## config.mk

```make
export PLATFORM = sky130hd
export DESIGN_NAME = trap_sequencer
export DESIGN_NICKNAME = d
export VERILOG_FILES = /design/src/rtl/trap_sequencer.sv
export SDC_FILE = /design/constraint.sdc
export NUM_CORES = 1
export LEC_CHECK = 0
export BUFFER_PORTS_ARGS = -buffer_cell sky130_fd_sc_hd__buf_2
export CAP_MARGIN = 20
export CORE_MARGIN = 5
export CORE_UTILIZATION = 40
export CTS_BUF_LIST = sky130_fd_sc_hd__clkbuf_16
export DETAILED_ROUTE_END_ITERATION = 16
export PLACE_DENSITY = 0.77
export SYNTH_ARGS = -nofsm -noshare
export SYNTH_HDL_FRONTEND = slang
export SYNTH_SLANG_ARGS = --single-unit
```

## constraint.sdc

```tcl
create_clock -name clk -period 1.75 [get_ports clk]
set_input_delay 0.0875 -clock clk [delete_from_list [all_inputs] [get_ports clk]]
set_output_delay 0.0875 -clock clk [all_outputs]
set_load 0.01 [all_outputs]
```

## src/rtl/trap_sequencer.sv

```systemverilog
// trap_sequencer: arbitrates synchronous exceptions, MRET/SRET and interrupts,
// issues one-cycle pulses to the CSR/exception handler, waits for its redirect
// strobe and hands the target PC back to the control FSM. Also owns WFI stall.
module trap_sequencer #(
    parameter int WFI_TIMEOUT = 0,  // 0 = WFI waits for an interrupt forever
    parameter int SEL_TIMEOUT = 7   // WAIT cycles tolerated before proto_err
) (
    input  logic        clk,
    input  logic        resetn,
    input  logic        instr_boundary,
    input  logic        exc_valid,
    input  logic [4:0]  exc_cause,
    input  logic [31:0] exc_pc,
    input  logic [31:0] exc_tval,
    input  logic        mret_req,
    input  logic        sret_req,
    input  logic        wfi_req,
    input  logic [31:0] cur_pc,
    input  logic [3:0]  irq_pending,
    input  logic        exception_select,
    input  logic [31:0] exception_next_pc,
    output logic        exception_event,
    output logic        mret,
    output logic        sret,
    output logic [31:0] cause,
    output logic [31:0] pc,
    output logic [31:0] badaddr,
    output logic        trap_ack,
    output logic        redirect_valid,
    output logic [31:0] redirect_pc,
    output logic        wfi_done,
    output logic        busy,
    output logic        proto_err
);

    typedef enum logic [2:0] {
        S_IDLE,
        S_ISSUE,
        S_WAIT,
        S_DONE,
        S_WFI
    } state_t;

    localparam int          CNT_W   = 16;
    localparam logic [CNT_W-1:0] SEL_LIM = CNT_W'(SEL_TIMEOUT);
    localparam logic [CNT_W-1:0] WFI_LIM = CNT_W'(WFI_TIMEOUT - 1);

    state_t            state, state_d;
    logic [CNT_W-1:0]  cnt, cnt_d;

    logic        exception_event_d, mret_d, sret_d, trap_ack_d;
    logic        redirect_valid_d, wfi_done_d, busy_d, proto_err_d;
    logic [31:0] cause_d, pc_d, badaddr_d, redirect_pc_d;

    logic        irq_any;
    logic [3:0]  irq_code;
    logic        wfi_expired;

    // Interrupt code selection: MSI(3) > MTI(7) > SSI(1) > STI(5).
    // Bit order of irq_pending is {MTIP, STIP, MSIP, SSIP}.
    always_comb begin
        irq_any = |irq_pending;
        if (irq_pending[1])      irq_code = 4'd3;
        else if (irq_pending[3]) irq_code = 4'd7;
        else if (irq_pending[0]) irq_code = 4'd1;
        else                     irq_code = 4'd5;
    end

    assign wfi_expired = (WFI_TIMEOUT != 0) && (cnt == WFI_LIM);

    // Next-state and next-output logic; every output is the registered copy.
    always_comb begin
        // NOTE: every variable gets a default first so no path leaves one
        // unassigned, which would otherwise infer a latch.
        state_d           = state;
        exception_event_d = 1'b0;
        mret_d            = 1'b0;
        sret_d            = 1'b0;
        trap_ack_d        = 1'b0;
        redirect_valid_d  = 1'b0;
        wfi_done_d        = 1'b0;
        proto_err_d       = proto_err;
        cause_d           = cause;
        pc_d              = pc;
        badaddr_d         = badaddr;
        redirect_pc_d     = redirect_pc;

        unique case (state)
            S_IDLE: begin
                if (exc_valid) begin
                    exception_event_d = 1'b1;
                    trap_ack_d        = 1'b1;
                    cause_d           = {27'b0, exc_cause};
                    pc_d              = exc_pc;
                    badaddr_d         = exc_tval;
                    state_d           = S_ISSUE;
                end else if (mret_req) begin
                    mret_d     = 1'b1;
                    trap_ack_d = 1'b1;
                    state_d    = S_ISSUE;
                end else if (sret_req) begin
                    sret_d     = 1'b1;
                    trap_ack_d = 1'b1;
                    state_d    = S_ISSUE;
                end else if (instr_boundary && irq_any) begin
                    exception_event_d = 1'b1;
                    trap_ack_d        = 1'b1;
                    cause_d           = {1'b1, 27'b0, irq_code};
                    pc_d              = cur_pc;
                    badaddr_d         = 32'b0;
                    state_d           = S_ISSUE;
                end else if (wfi_req && !wfi_done) begin
                    // wfi_req is still held during the wfi_done cycle; the
                    // guard keeps that same request from re-entering WFI.
                    if (irq_any) wfi_done_d = 1'b1;
                    else         state_d    = S_WFI;
                end
            end
            S_ISSUE: state_d = S_WAIT;
            S_WAIT: begin
                if (exception_select) begin
                    redirect_pc_d    = exception_next_pc;
                    redirect_valid_d = 1'b1;
                    state_d          = S_DONE;
                end else if (cnt >= SEL_LIM) begin
                    proto_err_d = 1'b1;
                    state_d     = S_IDLE;
                end
            end
            S_DONE: state_d = S_IDLE;
            S_WFI: begin
                if (irq_any || exc_valid || wfi_expired) begin
                    wfi_done_d = 1'b1;
                    state_d    = S_IDLE;
                end
            end
            default: state_d = S_IDLE;
        endcase

        busy_d = (state_d != S_IDLE);

        // Per-state cycle counter: cleared on entry, saturating while resident.
        if (state_d != state)  cnt_d = '0;
        else if (&cnt)         cnt_d = cnt;
        else                   cnt_d = cnt + 1'b1;
    end

    // State, counter and output registers with synchronous active-low reset.
    always_ff @(posedge clk) begin
        // NOTE: sequential state uses non-blocking assignments so all flops
        // update together from pre-edge values.
        if (!resetn) begin
            state           <= S_IDLE;
            cnt             <= '0;
            exception_event <= 1'b0;
            mret            <= 1'b0;
            sret            <= 1'b0;
            trap_ack        <= 1'b0;
            redirect_valid  <= 1'b0;
            wfi_done        <= 1'b0;
            busy            <= 1'b0;
            proto_err       <= 1'b0;
            cause           <= 32'b0;
            pc              <= 32'b0;
            badaddr         <= 32'b0;
            redirect_pc     <= 32'b0;
        end else begin
            state           <= state_d;
            cnt             <= cnt_d;
            exception_event <= exception_event_d;
            mret            <= mret_d;
            sret            <= sret_d;
            trap_ack        <= trap_ack_d;
            redirect_valid  <= redirect_valid_d;
            wfi_done        <= wfi_done_d;
            busy            <= busy_d;
            proto_err       <= proto_err_d;
            cause           <= cause_d;
            pc              <= pc_d;
            badaddr         <= badaddr_d;
            redirect_pc     <= redirect_pc_d;
        end
    end

endmodule
```

=== After elaboration in Yosys (flattened, before gate mapping) ===
Index checks and enable logic that the tools add are counted.

* Register bits after elaboration: 155
* Input bits: 145
* Output and inout port bits: 136
* Logic and storage cells: 85

* $add $sub $neg: 1
* Magnitude comparators: 1
* Equal/unequal tests: 6
* Multiplexer cells: 43
* Bitwise gates (word level): 3
* Reductions and logical operators: 17

{| class="wikitable"
|+ Operator list
! kind !! number
|-
| 32-bit two-way mux || 12
|-
| 3-bit two-way mux || 11
|-
| 1-bit two-way mux || 17
|-
| 16-bit by 1-bit adder with 16-bit output, second input constant || 1
|-
| 16-bit by 3-bit >= comparator with 1-bit output, second input constant || 1
|-
| 16-bit AND reduction || 1
|-
| 3-bit case mux with 4 select lines || 1
|-
| 4-bit OR reduction || 2
|-
| 2-bit AND reduction || 3
|-
| 4-bit two-way mux || 1
|-
| 2-bit inequality test, second input constant || 2
|-
| 4-bit AND reduction || 1
|-
| 3-bit by 1-bit equality test with 1-bit output, second input constant || 1
|-
| 3-bit by 2-bit equality test with 1-bit output, second input constant || 1
|-
| 3-bit equality test, second input constant || 1
|-
| 3-bit zero test || 1
|-
| 3-bit inequality test || 1
|-
| 1-bit NOT || 3
|-
| 3-bit AND reduction || 1
|-
| 3-bit nonzero test || 1
|-
| 3-bit OR reduction || 1
|-
| 1-bit logical AND || 2
|-
| 1-bit case mux with 2 select lines || 1
|-
| 2-bit nonzero test || 1
|-
| other kinds (3) || 3
|}

=== Depth between registers and ports, before layout ===
Gate-level depths: netlist (run 1).

* Word-level depth: 10
* Depth in mapped cells: 8
* Depth with buffers taken out: 6

=== Least setup slack after synthesis (run 1) ===
OpenSTA, ideal clock, no wires.

* Path kind: register to register
* Start: register wfi_done
* End: register cnt[14]
* Library setup time: 0.138 ns
* Arrival time: 1.732 ns
* Required time: 1.612 ns
* Path slack: -0.120 ns
* Stages on the path, launching flop included: 7
* Buffers on the path: 1
* Clock period less this slack: 1.870 ns
* Cells stage by stage: dfxtp_1 nor4b_1 nor4b_1 nor4_1 o2111ai_2 buf_6 a211oi_4

* Longest elaborated chain between the ends: 10

{| class="wikitable"
|+ Ends and longest elaborated chain
! element !! RTL line !! source
|-
| start, declared || 31 || <nowiki>output logic wfi_done,</nowiki>
|-
| start signal, assigned || 175 || <nowiki>wfi_done <= wfi_done_d;</nowiki>
|-
| 1-bit zero test || 112 || <nowiki>end else if (wfi_req && !wfi_done) begin</nowiki>
|-
| 1-bit logical AND || 112 ||
|-
| 3-bit two-way mux || 112 ||
|-
| 3-bit two-way mux || 105 || <nowiki>end else if (instr_boundary && irq_any) begin</nowiki>
|-
| 3-bit two-way mux || 101 || <nowiki>end else if (sret_req) begin</nowiki>
|-
| 3-bit two-way mux || 97 || <nowiki>end else if (mret_req) begin</nowiki>
|-
| 3-bit two-way mux || 90 || <nowiki>if (exc_valid) begin</nowiki>
|-
| 3-bit case mux with 4 select lines || 88 || <nowiki>unique case (state)</nowiki>
|-
| 3-bit inequality test || 143 || <nowiki>if (state_d != state) cnt_d = '0;</nowiki>
|-
| 2-bit OR reduction (no line) || n/a ||
|-
| end signal, assigned || 169 || <nowiki>cnt <= cnt_d;</nowiki>
|-
| end, declared || 49 || <nowiki>logic [CNT_W-1:0] cnt, cnt_d;</nowiki>
|}

No other way between the ends.
A chain may end at the register's enable or synchronous reset.

=== Worst setup path after layout (run 1) ===
* Start: register cnt[0]
* End: register cnt[13]

* Longest elaborated chain between the ends: 6
* Elaborated cells on any way between the ends: 8
* Those cells by class: 1 x add/sub; 1 x order compare; 1 x eq/ne; 3 x mux; 2 x reduce/logical

{| class="wikitable"
|+ Ends and longest elaborated chain
! element !! RTL line !! source
|-
| 16-bit by 3-bit >= comparator with 1-bit output || 125 || <nowiki>end else if (cnt >= SEL_LIM) begin</nowiki>
|-
| 3-bit two-way mux || 125 ||
|-
| 3-bit two-way mux || 121 || <nowiki>if (exception_select) begin</nowiki>
|-
| 3-bit case mux with 4 select lines || 88 ||
|-
| 3-bit inequality test || 143 ||
|-
| 2-bit OR reduction (no line) || n/a ||
|}

Several ways; a longest one is shown, not always the timed one.

==> impl_metrics.ini, run 1 <==
[pwr]
peakVddDrop_mv = 0.7148
totalPowerFinal_mw = 8.290
intPower_mw = 6.206
p_leak_nw = 3.903
p_per_area_nw_per_um2 = 971.7
p_comb_share_pct = 17.3
switching_share_pct = 25.15
p_sw_mw = 2.085
pwr-share-clk_pct = 43.4
seq_power_share_pct = 39.2

[clock_network]
cts-buffers-inserted = 17
clock_sinks = 129
clkLatencyLatePin_ns = 0.41
cts_root_buffer = clkbuf_16
cts_tree = built
clkSlewWorstSetupHoldPaths_ns = 0.05
clockBufferDepth = 2
h-tree-depth = 4

[critical_path]
worstSetupStartpointType = flip-flop
worstSetupPathType = flip-flop to flip-flop
crit_start = cnt[0]
arrival_ns = 2.10
crit_path_end_kind = flip-flop
rrSetupSlack_ns = -0.03
r2r_start = cnt[0]
rr_worst_depth = 7
path_max_fanout = 5
crit_chain = ha_4 -> a211oi_2 -> a41oi_2 -> nor4_2 -> o2111ai_2 -> buf_6 -> a311oi_2
crit_family = compound AO/OA/AOI/OAI gates
crit_cells = 7
endpoint = cnt[13]
required_ns = 2.07
slowest_stage = dfxtp_2
slowest_delay_ns = 0.33
reg2reg_to = cnt[13]
path_buf_inv = 1

[sta]
finalSetupViolCount = 4
fin_crit_ns = 1.782
hold_ws_ns = 0.007700
hold_violations = 0
finalMaxSlewViolations = 0
setup_ws_ns = -0.03204
rsz0062_at_grt = yes
fin_crit_sh_pct = 101.8
max_freq_mhz = 561.2
tns_ns = -0.07776
skew_ns = 0.006791

[status]
violations = negative setup slack
status = finished with violations

[yosys]
avgSynthCellArea_um2 = 9.318
synthFlopType = dfxtp_1
synth.area.top_cells = dfxtp_1 (52%), a222oi_1 (6.5%), nand2_1 (6.3%)
synth_warnings = 0
syn-cell-area_um2 = 4920
yosysTopAreaCellShare_pct = 52.49
ys_types = 44
yosysTopAreaCell = dfxtp_1
async_flop_share_pct = 0
yosysSeqAreaShare_pct = 52.49
syn_inst = 528
synth_edf_count = 0
synth_seq_cells = 129

[detailed_routing]
via_per_inst = 5.251
drt_iter0_markers = 511
routedWlPerCell_um = 17.68
drc_errors = 0
wirelength_um = 19330
dr.pass1.iters = 8
final_antenna_net_count = 0
vias = 5739

[cells_and_area]
area_growth_pct = 73.42
fin_util_pct = 71.03
fin_nets = 1077
final_area_um2 = 8532
final_common_cell = buf_2
layoutNonFillerInstCount = 1093
drive_gt1_share_pct = 36.33
mostFrequentLayoutCells = buf_2 (255), dlygate4sd3_1 (135), dfxtp_1 (127)

[placement]
dp_cells = 922
placed_area_um2 = 6430
finalWeightedCongestion = 0.8147
io_buffers = 254
hpwlAfterDp_um = 11220
pre_cts_slack_ns = -0.1409

[floorplan]
start_util_pct = 40.96
coreArea_um2 = 12010
die_area_um2 = 14620
io_pins = 281
rows = 40
die_w_um = 120.9
die_h_um = 120.9

[global_routing]
grt_max_degree = 35
antenna_found_initial = 0
grt_pass1_vias = 5698
overflow = 0
gr-usage-all-layers_pct = 25.38
grt_pass1_wl_um = 29100

[hold_path]
hp-class = primary input to flip-flop

[job]
maxCapViolCount = 0
layout make-up:
type | instances | area, µm²
Tap cell | 147 | 183.9
Inverter | 4 | 15.01
Antenna cell | 2 | 5.005
Multi-Input combinational cell | 353 | 2186
Timing Repair Buffer | 426 | 2955
Clock inverter | 15 | 176.4
Fill cell | 817 | 3480
Clock buffer | 17 | 425.4
Sequential cell | 129 | 2585
cells in the mapped netlist (2+ instances only):
cell type,number
buf_4,26
a31oi_1,3
nor4_1,4
a211oi_1,5
nor4b_1,3
buf_2,7
or3_1,2
nand3_1,5
nor3_1,10
a222oi_1,32
nor2b_1,2
a311oi_1,4
and2_1,4
and3_1,2
nand4_1,2
nor2_1,60
a41oi_1,2
o21ai_0,6
a21oi_1,37
mux2i_1,3
and4_1,4
a22o_1,34
nor3b_1,3
dfxtp_1,129
nand2_1,82
o41a_1,2
inv_1,3
clkbuf_1,32
xor2_1,4
nand2b_1,2
flip-flops by register name, indices dropped and copies added, names as in the netlist:
signal           cells
badaddr             32
busy                 1
cause                6
cnt                 16
exception_event      1
mret                 1
pc                  32
proto_err            1
redirect_pc         32
redirect_valid       1
sret                 1
state                3
trap_ack             1
wfi_done             1
power groups by stage:
stage | Sequential (mW) | Combinational (mW) | Clock, mW
floorplan | 3.38 | 0.543 | 0
global placement | 3.29 | 1.11 | 0
detailed placement | 3.30 | 1.12 | 0
CTS | 3.24 | 1.39 | 3.66
global route | 3.27 | 1.53 | 3.80
finish | 3.25 | 1.44 | 3.60
worst reg2reg max path: cells and delay by family, from the launching register on:
kind                     cells  cell delay [ns]
AO/OA/AOI/OAI                4             0.81
flip-flops                   1             0.33
buffers and inverters        1             0.20
AND/OR/NAND/NOR              1             0.19
adder cells (fa/ha/maj)      1             0.16
metal layers:
metal  vias up  GRT usage (%)  share of wire [%]
met4         0          13.53                4.7
li1       2673              -                  -
met1      2653          26.66                 36
met5         -              0                  0
met3        69          8.904                9.1
met2       344          44.32                 50
logic make-up after synthesis:
group,synth area share (%)
and+or+nand+nor,16.79
muxes,0.6104
adders and majority gates,0.2543
xor gates and xnor gates,0.8901
other,0.07622
AOI/OAI and AO/OA,21.16
DFF,52.49
buffers and inverters,7.731
how the worst min path moves through the flow:
| stage | from | to | cells past startpoint |
|---|---|---|---|
| 5_1_grt | resetn | cause[0] | 3 |
| 6_report | resetn | cause[0] | 3 |
| 3_3_place_gp | exc_tval[27] | badaddr[27] | 2 |
| 4_1_cts | resetn | cause[0] | 3 |
| 2_1_floorplan | mret_req | sret | 1 |
| 3_5_place_dp | exc_tval[6] | badaddr[6] | 2 |
what timing repair did:
item,4_1_cts,5_1_grt
cloned,1,0
pin swaps,5,4
gates resized for setup,13,12
buffers inserted,2,0
hold buffers,135,0
setup endpoints to repair,17,21
hold endpoints to repair,103,0
No activity file was read; power rests on OpenSTA's default activity.
==> run 2: changes to the inputs <==
--- a/config.mk
+++ b/config.mk
@@ -11,7 +11,7 @@
 export CORE_UTILIZATION = 40
 export CTS_BUF_LIST = sky130_fd_sc_hd__clkbuf_16
 export DETAILED_ROUTE_END_ITERATION = 16
-export PLACE_DENSITY = 0.77
+export PLACE_DENSITY = 0.86
 export SYNTH_ARGS = -nofsm -noshare
 export SYNTH_HDL_FRONTEND = slang
 export SYNTH_SLANG_ARGS = --single-unit
==> run 2 against run 1 <==
  * The run still ends with negative setup slack left
  * Global-route usage increased by 0.56 points
  * Total power up 1.5%
  * Worst hold slack improved by 0.041 ns
  * Sequential share of layout area decreased by 0.34 points
  * Largest cell class unchanged
  * Final cell count grew 0.73%
  * Sequential power is essentially flat
  * Clock power rose by 2%
==> impl_metrics.ini, run 2 (synthesis gave the netlist of run 1 again) <==
[sta]
fin_crit_sh_pct = 101.7
max_freq_mhz = 561.8
fin_crit_ns = 1.780
hold_ws_ns = 0.04858
hold_violations = 0
finalSetupViolCount = 9
setup_ws_ns = -0.03006
skew_ns = 0.006213
rsz0062_at_grt = yes
finalMaxSlewViolations = 0

[critical_path]
required_ns = 2.09
crit_chain = ha_4 -> a211oi_2 -> a41oi_2 -> nor4_2 -> o2111ai_2 -> buf_12 -> buf_4 -> nor2_2
path_buf_inv = 2
crit_cells = 8
rr_worst_depth = 8
path_max_fanout = 8
arrival_ns = 2.12
slowest_stage = dfxtp_2
worstSetupPathType = flip-flop to flip-flop
crit_family = compound AO/OA/AOI/OAI gates
worstSetupStartpointType = flip-flop
crit_path_end_kind = flip-flop
slowest_delay_ns = 0.33

[placement]
hpwlAfterDp_um = 11190
finalWeightedCongestion = 0.8453
io_buffers = 254
placed_area_um2 = 6492

[global_routing]
antenna_found_initial = 1
grt_pass1_vias = 5916
grt_pass1_wl_um = 30040
grt_busiest_layer = met2
use_met3_pct = 7.459
grt_max_degree = 37
use_met1_pct = 27.08
overflow = 0
grtUsageMet2_pct = 46.09
gr-usage-all-layers_pct = 25.94

[detailed_routing]
via_per_inst = 5.342
dr.pass1.iters = 10
final_antenna_net_count = 0
drt_iter0_markers = 580
wirelength_um = 19850
routedWlPerCell_um = 18.03
vias = 5882
drc_errors = 0

[hold_path]
hp-class = primary input to flip-flop
hold_path_depth = 3

[pwr]
peakVddDrop_mv = 0.5901
p_leak_nw = 3.944
p_per_area_nw_per_um2 = 974.4

[clock_network]
h-tree-depth = 4
cts-buffers-inserted = 17
clkSlewWorstSetupHoldPaths_ns = 0.06
clockBufferDepth = 2
clock_sinks = 129
cts_root_buffer = clkbuf_16
cts_tree = built
clkLatencyLatePin_ns = 0.41

[floorplan]
coreArea_um2 = 12010
start_util_pct = 40.96
rows = 40
die_area_um2 = 14620
die_h_um = 120.9
io_pins = 281
die_w_um = 120.9

[cells_and_area]
area_growth_pct = 75.48
fin_util_pct = 71.88
fin_nets = 1084
drive_gt1_share_pct = 37.54
reg_top3 = badaddr (32), pc (32), redirect_pc (32)
mostFrequentLayoutCells = buf_2 (254), dlygate4sd3_1 (135), dfxtp_1 (126)
final_area_um2 = 8633
final_common_cell = buf_2

[status]
status = finished with violations
violations = negative setup slack

[job]
maxCapViolCount = 0
[run 2: changes by cell type in the layout (fill, tap and decap cells not counted), sizes merged]
cell      before  now
buf          291  298
clkinvlp       1    3
diode          2    3
inv            7    5
[run 2: timing repair]
item                                   in CTS  in global routing
resized for setup                          18                 11
buffers inserted                            3                  1
setup endpoints to repair                   9                 46
hold buffers                              135                  0
endpoints found under the hold margin     103                  0
pin swaps                                   5                  4
[run 2: per-stage QoR]
step	total power [mW]	setup slack [ns]	setup TNS, ns	instances
3_5_place_dp	4.448	-0.2151	-2.023	927
2_1_floorplan	3.925	-0.04796	-0.04796	553
4_1_cts	8.390	-0.1073	-1.336	1097
6_report	8.412	-0.03006	-0.1131	1101
3_3_place_gp	4.420	-0.1156	-1.353	927
5_1_grt	8.724	-0.1216	-1.342	1099
[run 2: worst paths after layout]
check                 start  endpoint  slack (ns)
max                  cnt[1]    cnt[8]       -0.03
min          irq_pending[3]  cause[1]        0.05
max reg2reg          cnt[1]    cnt[8]       -0.03
min reg2reg        cause[0]  cause[0]        0.45
[run 2: final cells by class]
class / count / area (µm²)
antenna: 3 / 7.507
clock buffer: 17 / 425.4
clock inverter: 15 / 191.4
fill: 800 / 3378
inverter: 4 / 15.01
multi-input combinational: 353 / 2188
sequential: 129 / 2586
tap: 147 / 183.9
timing repair buffer: 433 / 3035
[run 2: where the power goes]
part,total [mW],internal (mW),switching (mW),leakage (nW)
combinational,1.49,0.753,0.735,2.60
sequential,3.26,3.14,0.119,1.05
clock,3.67,2.37,1.30,0.294
[run 2: layer usage]
metal	share of wire (%)	vias to the layer above
li1	-	2692
met1	36	2754
met2	51	353
met4	4.6	0
met5	0	-
met3	8.4	83
[run 2: worst register-to-register path: stages (launching register included)]
cell and delay [ns]:
dfxtp_2 0.33, ha_4 0.16, a211oi_2 0.20, a41oi_2 0.17
nor4_2 0.20, o2111ai_2 0.16, buf_12 0.17, buf_4 0.17
nor2_2 0.14
